## config.mk

```make
export PLATFORM = sky130hd
export DESIGN_NAME = iob_dma_desc_fetch
export DESIGN_NICKNAME = d
export VERILOG_FILES = /design/src/rtl/iob_dma_desc_fetch_pkg.sv /design/src/rtl/iob_dma_desc_regs.sv /design/src/rtl/iob_dma_desc_fetch.sv
export SDC_FILE = /design/constraint.sdc
export NUM_CORES = 1
export LEC_CHECK = 0
export CAP_MARGIN = 20
export CORE_MARGIN = 5
export CORE_UTILIZATION = 56
export DETAILED_ROUTE_END_ITERATION = 7
export HOLD_SLACK_MARGIN = 0.1
export PLACE_DENSITY = 0.94
export SLEW_MARGIN = 20
export SYNTH_ARGS = -nofsm -noshare
export SYNTH_HDL_FRONTEND = slang
export SYNTH_SLANG_ARGS = --single-unit
```

## constraint.sdc

```tcl
create_clock -name clk -period 5.8 [get_ports clk]
set_clock_uncertainty 0.1 [all_clocks]
set_input_delay 1.74 -clock clk [delete_from_list [all_inputs] [get_ports clk]]
set_output_delay 1.74 -clock clk [all_outputs]
set_load 0.01 [all_outputs]
```

## src/rtl/iob_dma_desc_fetch_pkg.sv

```systemverilog
// Shared constants for the DMA descriptor fetcher: control register map,
// descriptor layout, ctrl word bit positions and DMA config addresses.
package iob_dma_desc_fetch_pkg;

  localparam logic [1:0] REG_LIST_BASE = 2'd0;
  localparam logic [1:0] REG_CMD       = 2'd1;
  localparam logic [1:0] REG_STATUS    = 2'd2;

  localparam int CMD_START_BIT = 0;
  localparam int CMD_ABORT_BIT = 1;

  // Descriptor word indices; the byte offset of a word is its index times 4
  localparam logic [1:0] DESC_ADDR_A = 2'd0;
  localparam logic [1:0] DESC_ADDR_B = 2'd1;
  localparam logic [1:0] DESC_CTRL   = 2'd2;
  localparam logic [1:0] DESC_NEXT   = 2'd3;
  localparam logic [2:0] DESC_WORDS  = 3'd4;

  localparam int CTRL_DIR_BIT  = 31;
  localparam int CTRL_LAST_BIT = 30;

  localparam logic [2:0] CFG_ADDR_A = 3'd0;
  localparam logic [2:0] CFG_ADDR_B = 3'd1;
  localparam logic [2:0] CFG_LEN    = 3'd2;
  localparam logic [2:0] CFG_DIR    = 3'd3;
  localparam logic [2:0] CFG_RUN    = 3'd4;
  localparam logic [2:0] CFG_END    = 3'd5;

  typedef enum logic [1:0] {
    ST_IDLE,
    ST_FETCH,
    ST_CFG,
    ST_WAIT_DONE
  } state_e;

endpackage

```

## src/rtl/iob_dma_desc_regs.sv

```systemverilog
// Control register file: LIST_BASE storage, CMD strobes and STATUS readback
// behind a native slave port with a fixed one-cycle response.
module iob_dma_desc_regs
  import iob_dma_desc_fetch_pkg::*;
(
  input  logic        clk,
  input  logic        rst,
  input  logic        s_valid,
  input  logic [1:0]  s_addr,
  input  logic [31:0] s_wdata,
  input  logic [3:0]  s_wstrb,
  output logic [31:0] s_rdata,
  output logic        s_ready,
  input  logic        busy_i,
  input  logic        done_i,
  input  logic        lenErr_i,
  input  logic [7:0]  descCnt_i,
  output logic [31:0] listBase_o,
  output logic        start_o,
  output logic        abort_o
);

  logic [31:0] listBase_q;
  logic [31:0] rdata_q;
  logic [31:0] rdata_d;
  logic        ready_q;
  logic        wrEn;

  assign wrEn    = s_valid && (s_wstrb != 4'b0000);
  assign start_o = wrEn && (s_addr == REG_CMD) && s_wstrb[0] && s_wdata[CMD_START_BIT];
  assign abort_o = wrEn && (s_addr == REG_CMD) && s_wstrb[0] && s_wdata[CMD_ABORT_BIT];

  always_comb begin
    rdata_d = '0;
    case (s_addr)
      REG_LIST_BASE: rdata_d = listBase_q;
      REG_STATUS:    rdata_d = {16'b0, descCnt_i, 5'b0, lenErr_i, done_i, busy_i};
      default:       rdata_d = '0;
    endcase
  end

  always_ff @(posedge clk) begin
    if (rst) begin
      listBase_q <= '0;
      rdata_q    <= '0;
      ready_q    <= 1'b0;
    end else begin
      ready_q <= s_valid;
      rdata_q <= rdata_d;
      if (wrEn && (s_addr == REG_LIST_BASE)) begin
        for (int b = 0; b < 4; b++) begin
          if (s_wstrb[b]) listBase_q[8*b +: 8] <= s_wdata[8*b +: 8];
        end
      end
    end
  end

  assign s_rdata    = rdata_q;
  assign s_ready    = ready_q;
  assign listBase_o = listBase_q;

endmodule

```

## src/rtl/iob_dma_desc_fetch.sv

```systemverilog
// Walks a linked list of 4-word DMA descriptors in memory, programs the DMA
// for each one and waits for its completion before following the next pointer.
module iob_dma_desc_fetch
  import iob_dma_desc_fetch_pkg::*;
#(
  parameter int ADDR_W = 32,
  parameter int DATA_W = 32,
  parameter int LEN_W  = 16
) (
  input  logic              clk,
  input  logic              rst,
  input  logic              s_valid,
  input  logic [1:0]        s_addr,
  input  logic [DATA_W-1:0] s_wdata,
  input  logic [3:0]        s_wstrb,
  output logic [DATA_W-1:0] s_rdata,
  output logic              s_ready,
  output logic              m_valid,
  output logic [ADDR_W-1:0] m_addr,
  output logic [3:0]        m_wstrb,
  input  logic [DATA_W-1:0] m_rdata,
  input  logic              m_ready,
  output logic              c_valid,
  output logic [2:0]        c_addr,
  output logic [DATA_W-1:0] c_wdata,
  output logic [3:0]        c_wstrb,
  input  logic              c_ready,
  input  logic              dma_done,
  output logic              irq
);

  state_e             state_q, state_d;
  logic [ADDR_W-1:0]  ptr_q, ptr_d;
  logic [ADDR_W-1:0]  addrA_q, addrA_d;
  logic [ADDR_W-1:0]  addrB_q, addrB_d;
  logic [ADDR_W-1:0]  next_q, next_d;
  logic [LEN_W-1:0]   len_q, len_d;
  logic               dir_q, dir_d;
  logic               last_q, last_d;
  logic [2:0]         wordIdx_q, wordIdx_d;
  logic [2:0]         cfgIdx_q, cfgIdx_d;
  logic               mValid_q, mValid_d;
  logic               cValid_q, cValid_d;
  logic               abort_q, abort_d;
  logic               done_q, done_d;
  logic               lenErr_q, lenErr_d;
  logic [7:0]         cnt_q, cnt_d;
  logic               irq_q, irq_d;

  logic [31:0]        listBase;
  logic               startPulse;
  logic               abortPulse;
  logic               abortAny;
  logic               finish;
  logic               busy;

  assign busy = (state_q != ST_IDLE);

  iob_dma_desc_regs u_regs (
    .clk        (clk),
    .rst        (rst),
    .s_valid    (s_valid),
    .s_addr     (s_addr),
    .s_wdata    (s_wdata),
    .s_wstrb    (s_wstrb),
    .s_rdata    (s_rdata),
    .s_ready    (s_ready),
    .busy_i     (busy),
    .done_i     (done_q),
    .lenErr_i   (lenErr_q),
    .descCnt_i  (cnt_q),
    .listBase_o (listBase),
    .start_o    (startPulse),
    .abort_o    (abortPulse)
  );

  // Valids drop for one cycle after every handshake; a pending abort is only
  // honoured in those gaps so no bus transaction is ever cut short.
  always_comb begin
    state_d   = state_q;
    ptr_d     = ptr_q;
    addrA_d   = addrA_q;
    addrB_d   = addrB_q;
    next_d    = next_q;
    len_d     = len_q;
    dir_d     = dir_q;
    last_d    = last_q;
    wordIdx_d = wordIdx_q;
    cfgIdx_d  = cfgIdx_q;
    mValid_d  = mValid_q;
    cValid_d  = cValid_q;
    abort_d   = abort_q;
    done_d    = done_q;
    lenErr_d  = lenErr_q;
    cnt_d     = cnt_q;
    irq_d     = 1'b0;
    finish    = 1'b0;
    abortAny  = abort_q | abortPulse;

    unique case (state_q)
      ST_IDLE: begin
        if (startPulse) begin
          state_d   = ST_FETCH;
          ptr_d     = listBase[ADDR_W-1:0];
          wordIdx_d = '0;
          done_d    = 1'b0;
          lenErr_d  = 1'b0;
          cnt_d     = '0;
          abort_d   = 1'b0;
        end
      end
      ST_FETCH: begin
        if (abortPulse) abort_d = 1'b1;
        if (mValid_q) begin
          if (m_ready) begin
            mValid_d  = 1'b0;
            wordIdx_d = wordIdx_q + 3'd1;
            unique case (wordIdx_q[1:0])
              DESC_ADDR_A: addrA_d = m_rdata[ADDR_W-1:0];
              DESC_ADDR_B: addrB_d = m_rdata[ADDR_W-1:0];
              DESC_CTRL: begin
                len_d  = m_rdata[LEN_W-1:0];
                dir_d  = m_rdata[CTRL_DIR_BIT];
                last_d = m_rdata[CTRL_LAST_BIT];
              end
              DESC_NEXT:   next_d = m_rdata[ADDR_W-1:0];
            endcase
          end
        end else if (abortAny) begin
          finish = 1'b1;
        end else if (wordIdx_q == DESC_WORDS) begin
          // A zero-length descriptor cannot be run, so it ends the list
          if (len_q == '0) begin
            lenErr_d = 1'b1;
            finish   = 1'b1;
          end else begin
            state_d  = ST_CFG;
            cfgIdx_d = CFG_ADDR_A;
          end
        end else begin
          mValid_d = 1'b1;
        end
      end
      ST_CFG: begin
        if (abortPulse) abort_d = 1'b1;
        if (cValid_q) begin
          if (c_ready) begin
            cValid_d = 1'b0;
            cfgIdx_d = cfgIdx_q + 3'd1;
          end
        end else if (abortAny) begin
          finish = 1'b1;
        end else if (cfgIdx_q == CFG_END) begin
          state_d = ST_WAIT_DONE;
        end else begin
          cValid_d = 1'b1;
        end
      end
      ST_WAIT_DONE: begin
        if (abortAny) begin
          finish = 1'b1;
        end else if (dma_done) begin
          if (cnt_q != 8'hFF) cnt_d = cnt_q + 8'd1;
          if (last_q) begin
            finish = 1'b1;
          end else begin
            ptr_d     = next_q;
            wordIdx_d = '0;
            state_d   = ST_FETCH;
          end
        end
      end
    endcase

    if (finish) begin
      state_d = ST_IDLE;
      done_d  = 1'b1;
      irq_d   = 1'b1;
      abort_d = 1'b0;
    end
  end

  always_ff @(posedge clk) begin
    if (rst) begin
      state_q   <= ST_IDLE;
      ptr_q     <= '0;
      addrA_q   <= '0;
      addrB_q   <= '0;
      next_q    <= '0;
      len_q     <= '0;
      dir_q     <= 1'b0;
      last_q    <= 1'b0;
      wordIdx_q <= '0;
      cfgIdx_q  <= '0;
      mValid_q  <= 1'b0;
      cValid_q  <= 1'b0;
      abort_q   <= 1'b0;
      done_q    <= 1'b0;
      lenErr_q  <= 1'b0;
      cnt_q     <= '0;
      irq_q     <= 1'b0;
    end else begin
      state_q   <= state_d;
      ptr_q     <= ptr_d;
      addrA_q   <= addrA_d;
      addrB_q   <= addrB_d;
      next_q    <= next_d;
      len_q     <= len_d;
      dir_q     <= dir_d;
      last_q    <= last_d;
      wordIdx_q <= wordIdx_d;
      cfgIdx_q  <= cfgIdx_d;
      mValid_q  <= mValid_d;
      cValid_q  <= cValid_d;
      abort_q   <= abort_d;
      done_q    <= done_d;
      lenErr_q  <= lenErr_d;
      cnt_q     <= cnt_d;
      irq_q     <= irq_d;
    end
  end

  always_comb begin
    c_wdata = '0;
    case (cfgIdx_q)
      CFG_ADDR_A: c_wdata = DATA_W'(addrA_q);
      CFG_ADDR_B: c_wdata = DATA_W'(addrB_q);
      CFG_LEN:    c_wdata = DATA_W'(len_q);
      CFG_DIR:    c_wdata = DATA_W'(dir_q);
      CFG_RUN:    c_wdata = DATA_W'(1);
      default:    c_wdata = '0;
    endcase
  end

  assign m_valid = mValid_q;
  assign m_addr  = ptr_q + ADDR_W'({wordIdx_q[1:0], 2'b00});
  assign m_wstrb = 4'h0;
  assign c_valid = cValid_q;
  assign c_addr  = cfgIdx_q;
  assign c_wstrb = 4'hF;
  assign irq     = irq_q;

endmodule

```

# --- Word level (Yosys, flattened, before mapping) ---
# Cells that the tools add are included.
totals:
  reg_bits: 233
  latch_bits: 0
  ram_bits: 0
  romBits: 0
  in_bits: 76
  output_inout_bits: 111
  word_cells: 166
  n_memories: 0
classes:
  n_addsub: 4
  mul: 0
  n_div: 0
  magnitude_cmp: 0
  eq_ne: 33
  shift: 0
  muxes: 67
  n_bitwise: 1
  reduce_logical: 38
op_table:
  columns: ["cell", "n"]
  rows:
  - ["$pmux W32 S5", 1]
  - ["$mux W32", 4]
  - ["$pmux W32 S2", 2]
  - ["$mux W3", 12]
  - ["$ne A2 B2 Y1 const B", 17]
  - ["$add A32 B4 Y32", 1]
  - ["$mux W8", 4]
  - ["$mux W1", 26]
  - ["$mux W2", 11]
  - ["$logic_not A16 Y1", 1]
  - ["$pmux W8 S2", 1]
  - ["$reduce_and A4 Y1", 4]
  - ["$reduce_and A7 Y1", 2]
  - ["$reduce_bool A2 Y1", 7]
  - ["$reduce_and A11 Y1", 1]
  - ["$eq A2 B2 Y1 const B", 5]
  - ["$reduce_and A2 Y1", 5]
  - ["$reduce_and A5 Y1", 2]
  - ["$eq A3 B3 Y1 const B", 3]
  - ["$pmux W3 S3", 1]
  - ["$add A8 B1 Y8 const B", 1]
  - ["$ne A8 B8 Y1 const B", 1]
  - ["$pmux W2 S4", 1]
  - ["$add A3 B1 Y3 const B", 2]
  - ["other kinds (16)", 28]

# --- Logic depth before layout (Yosys ltp) ---
logic_depth:
  ltp_word: 11
  ltp_mapped: 9

# --- Cells and area by module ---
# A second synthesis with hierarchy kept.
hier_totals:
  cells_unflattened: 1208
  area_unflattened_um2: 10197.3
modules_own_cells:
  columns: ["module", "instances", "cells_per_inst", "area_each_um2", "seq_area_each_um2"]
  rows:
  - ["iob_dma_desc_fetch", 1, 978, 7717.4, 3363.2]
  - ["iob_dma_desc_regs", 1, 230, 2479.9, 1301.2]

# --- Worst setup path after synthesis ---
# No wires, ideal clock.
synth_timing:
  kind: "register to output"
  from: "reg wordIdx_q[0]"
  to: "out m_addr[24]"
  t_arrival_ns: 2.122
  slack_ns: 1.838
  path_stages_with_launch: 9
  path_buffers: 0
  cell_sequence: "dfxtp_1 > ha_1 > inv_1 > fa_1 > and3b_1 > nand4_1 > nor3_1 > nand4_1 > xnor2_1"
synth_via:
  elab_chain_len: 1
synth_lines:
  columns: ["item", "line", "source"]
  rows:
  - ["start: declaration", "iob_dma_desc_fetch.sv:40", "logic [2:0] wordIdx_q, wordIdx_d;"]
  - ["start signal: assignment", "iob_dma_desc_fetch.sv:211", "wordIdx_q <= wordIdx_d;"]
  - ["$add A32 B4 Y32", "iob_dma_desc_fetch.sv:236", "assign m_addr = ptr_q + ADDR_W'({wordIdx_q[1:0], 2'b00});"]
  - ["end: declaration", "iob_dma_desc_fetch.sv:19", "output logic [ADDR_W-1:0] m_addr,"]
# Every way passes these cells.

# --- Worst setup path in the final report ---
layout_timing:
  from: "reg wordIdx_q[0]"
  to: "out m_addr[26]"
# Same word-level chain as after synthesis.

==> reports/summary.txt <==
status = completed
CP Launch Type = flop
Fin Setup TNS = 0 ns
cell count after synthesis = 1212
Max VDD drop = 0.207 mV
worst hold path class = flop to flop
worst-path fanout max = 6
vias after detailed routing = 9113
period utilisation layout = 94.2%
# setup viols final = 0
Critical R2R Capture = cnt_q[6]
critical-path cell with the highest stage delay = nor3_1
GP Congestion = 0.890
Vias per Instance = 5.75
Post-Synth XOR/XNOR Area = 2.48%
Synth Register Bits = 233
final net count = 1438
number of global-route vias before repair = 8643
gr ovfl total = 0
H-tree level count = 1
final slew viol count = 0
FMAX = 183 MHz
R2R cell count = 7
largest net degree at the start of global routing = 109
reg2reg setup slack = 2.80 ns
final wirelength = 27600 um
Pwr Density = 350 mW/mm2
TritonCTS Buffers = 23
clk_lat worst skew = 0.50 ns
ys async rst share = 0%
sequential element share of the synthesized area = 47.2%
starting density of the core = 57.1%
DRC = 0
YS warnings = 0
Synth Area in Adders = 2.36%
violation count after the first detailed-route iteration = 827
slowest stage delay, CP = 0.57 ns
most common cell in the synthesized netlist = nand2_1
CP Data Arrival Time = 3.62 ns
Commonest cells post-synth = nand2_1, dfxtp_1, a21oi_1, clkbuf_1, nor2_1
CTS Hold Bufs = 0
initial antenna violation count = 0
hold violation count in the final report = 0
CTS Root Cell = clkbuf_16
Crit. Startpoint = wordIdx_q[0]
share of layout cells above drive strength 1 = 4.34%
# diodes = 0
post-synth top area cell = dfxtp_1
RSZ-0062 raised after global routing = false
# Max-Cap Violations = 0
Critical Path End Type = primary output
Die X = 143 um
number of synthesized flops with an enable pin = 0
first-pass GRT wire length = 44100 um
distinct cell type count of the synthesized netlist = 55
hold_ws = 0.353 ns
simple-gate share of the synthesized area = 22.1%
relative slew slack = 25.3%
ys flop type = dfxtp_1
io pins = 187
final cell count without fillers = 1584
Final Critical Period = 5.46 ns
FP Rows = 48
post-synthesis mux area share = 4.66%
Routed WL per cell = 17.4 um
share of Yosys cell area claimed by the top area cell type = 47.2%
dominant cells by area after synthesis = dfxtp_1, nand2_1, a21oi_1
postcts setup bufs = 0
Critical Setup Path Class = flop to primary output
core area = 0.0173 mm2
Clock transition at path regs = 0.07 ns
crit path cell chain = ha_1 -> inv_1 -> fa_1 -> and3b_1 -> nand4_1 -> nor3_1 -> nand3_1 -> xnor2_1 -> clkdlybuf4s50_1
Tightest Pin Transition = 1.12 ns
Max Buffers Root-to-Sink = 3
largest family of logic cells by synthesized area = simple AND/OR/NAND/NOR gates
area grow syn2layout = 25.9%
dpl cells = 1544
IO Port Bufs = 178
FF-to-FF Start = state_q[0]
post-synthesis compound-gate area fraction = 16.4%
Avg Synthesized Cell Area = 8.15 um2
CP required = 3.96 ns
post-CTS sizing = 0
Tot GR Track Use = 26.3%
crit path capture = m_addr[26]
Leakage = 4.32 nW
Antenna Nets Post-Route = 0
drt pass-1 iters = 5
die height = 143 um
CTS tree = built
Synth Cell Area = 0.00988 mm2
hpwl dp = 19000 um
Die ar. = 0.0204 mm2
clk sinks = 233
through the flow:
| stage | util (%) | total power, mW | cell area (um2) | setup slack [ns] |
|---|---|---|---|---|
| after global routing | 71.9 | 4.53 | 12400 | 0.174 |
| after global placement | 67.4 | 2.81 | 11700 | 1.01 |
| after floorplan | - | 2.42 | 9900 | 1.84 |
| after CTS | 71.9 | 4.36 | 12400 | 0.380 |
| after detailed placement | 67.4 | 2.84 | 11700 | 0.909 |
| final | 71.9 | 4.35 | 12400 | 0.338 |
worst min-delay path by stage:
| stage | start | to | slack, ns | cells past startpoint |
|---|---|---|---|---|
| finish | addrA_q[0] | addrA_q[0] | 0.35 | 2 |
| floorplan | addrA_q[0] | addrA_q[0] | 0.33 | 2 |
| global route | addrA_q[5] | addrA_q[5] | 0.37 | 2 |
| detailed placement | addrA_q[13] | addrA_q[13] | 0.35 | 2 |
| CTS | addrA_q[5] | addrA_q[5] | 0.36 | 2 |
| global placement | addrA_q[0] | addrA_q[0] | 0.34 | 2 |
flip-flops by register name, indices dropped and copies added (netlist names), 2 cells and up:
register,count
wordIdx_q,3
c_addr,3
ptr_q,32
cnt_q,8
u_regs.s_rdata,32
addrB_q,32
len_q,16
next_q,32
u_regs.listBase_o,32
addrA_q,32
state_q,2
power by group:
part / total (mW) / leakage [nW] / switching (mW) / internal (mW)
logic: 0.909 / 2.06 / 0.447 / 0.462
clock network: 1.52 / 0.379 / 0.606 / 0.919
registers: 1.92 / 1.88 / 0.171 / 1.75
total: 4.35 / 4.32 / 1.22 / 3.13
cell families after synthesis:
group | after synthesis
and+or+nand+nor | 512
muxes | 46
other | 2
AOI/OAI and AO/OA | 267
DFF | 233
xor gates and xnor gates | 28
adders and majority gates | 18
buffers and inverters | 106
cell usage in the layout, fill, tap and decap left out, drive strengths merged, types with 5 or more instances in the layout:
cell           count
o21ai              9
and3               9
nand2            352
nor3               5
nand4              9
xor2               7
mux2i             46
buf               12
xnor2             21
nor4               6
a211oi            35
clkdlybuf4s50    177
nor2              56
inv               18
and2              31
clkbuf            36
ha                17
a31oi              5
a22o              16
a21oi            165
dfxtp            233
conb               8
a22oi             17
nand3             18
worst max-delay path, delay by kind of cell, from the launching register on:
kind	cells	cell delay, ns
and+or+nand+nor	4	1.24
adders and majority gates	2	0.61
buffers and inverters	2	0.63
xor gates and xnor gates	1	0.22
DFF	1	0.43
metal layers:
metal	wire (um)	vias to the layer above	GRT usage, %
met5	0	-	0
met4	778	0	7.50
met3	2500	61	4.72
met2	12800	450	43.0
met1	11500	4265	36.0
li1	-	4337	-
layout make-up:
cell class              instances  area, um2
clock buffers                  36        704
well taps                     225        282
flip-flops and latches        233       4660
clock inverters                 4       72.6
multi-input cells             879       4790
repair buffers                189       1860
fillers                      1268       4860
inverters                      18       67.6
Note: power is estimated with default switching activity, not from simulation.
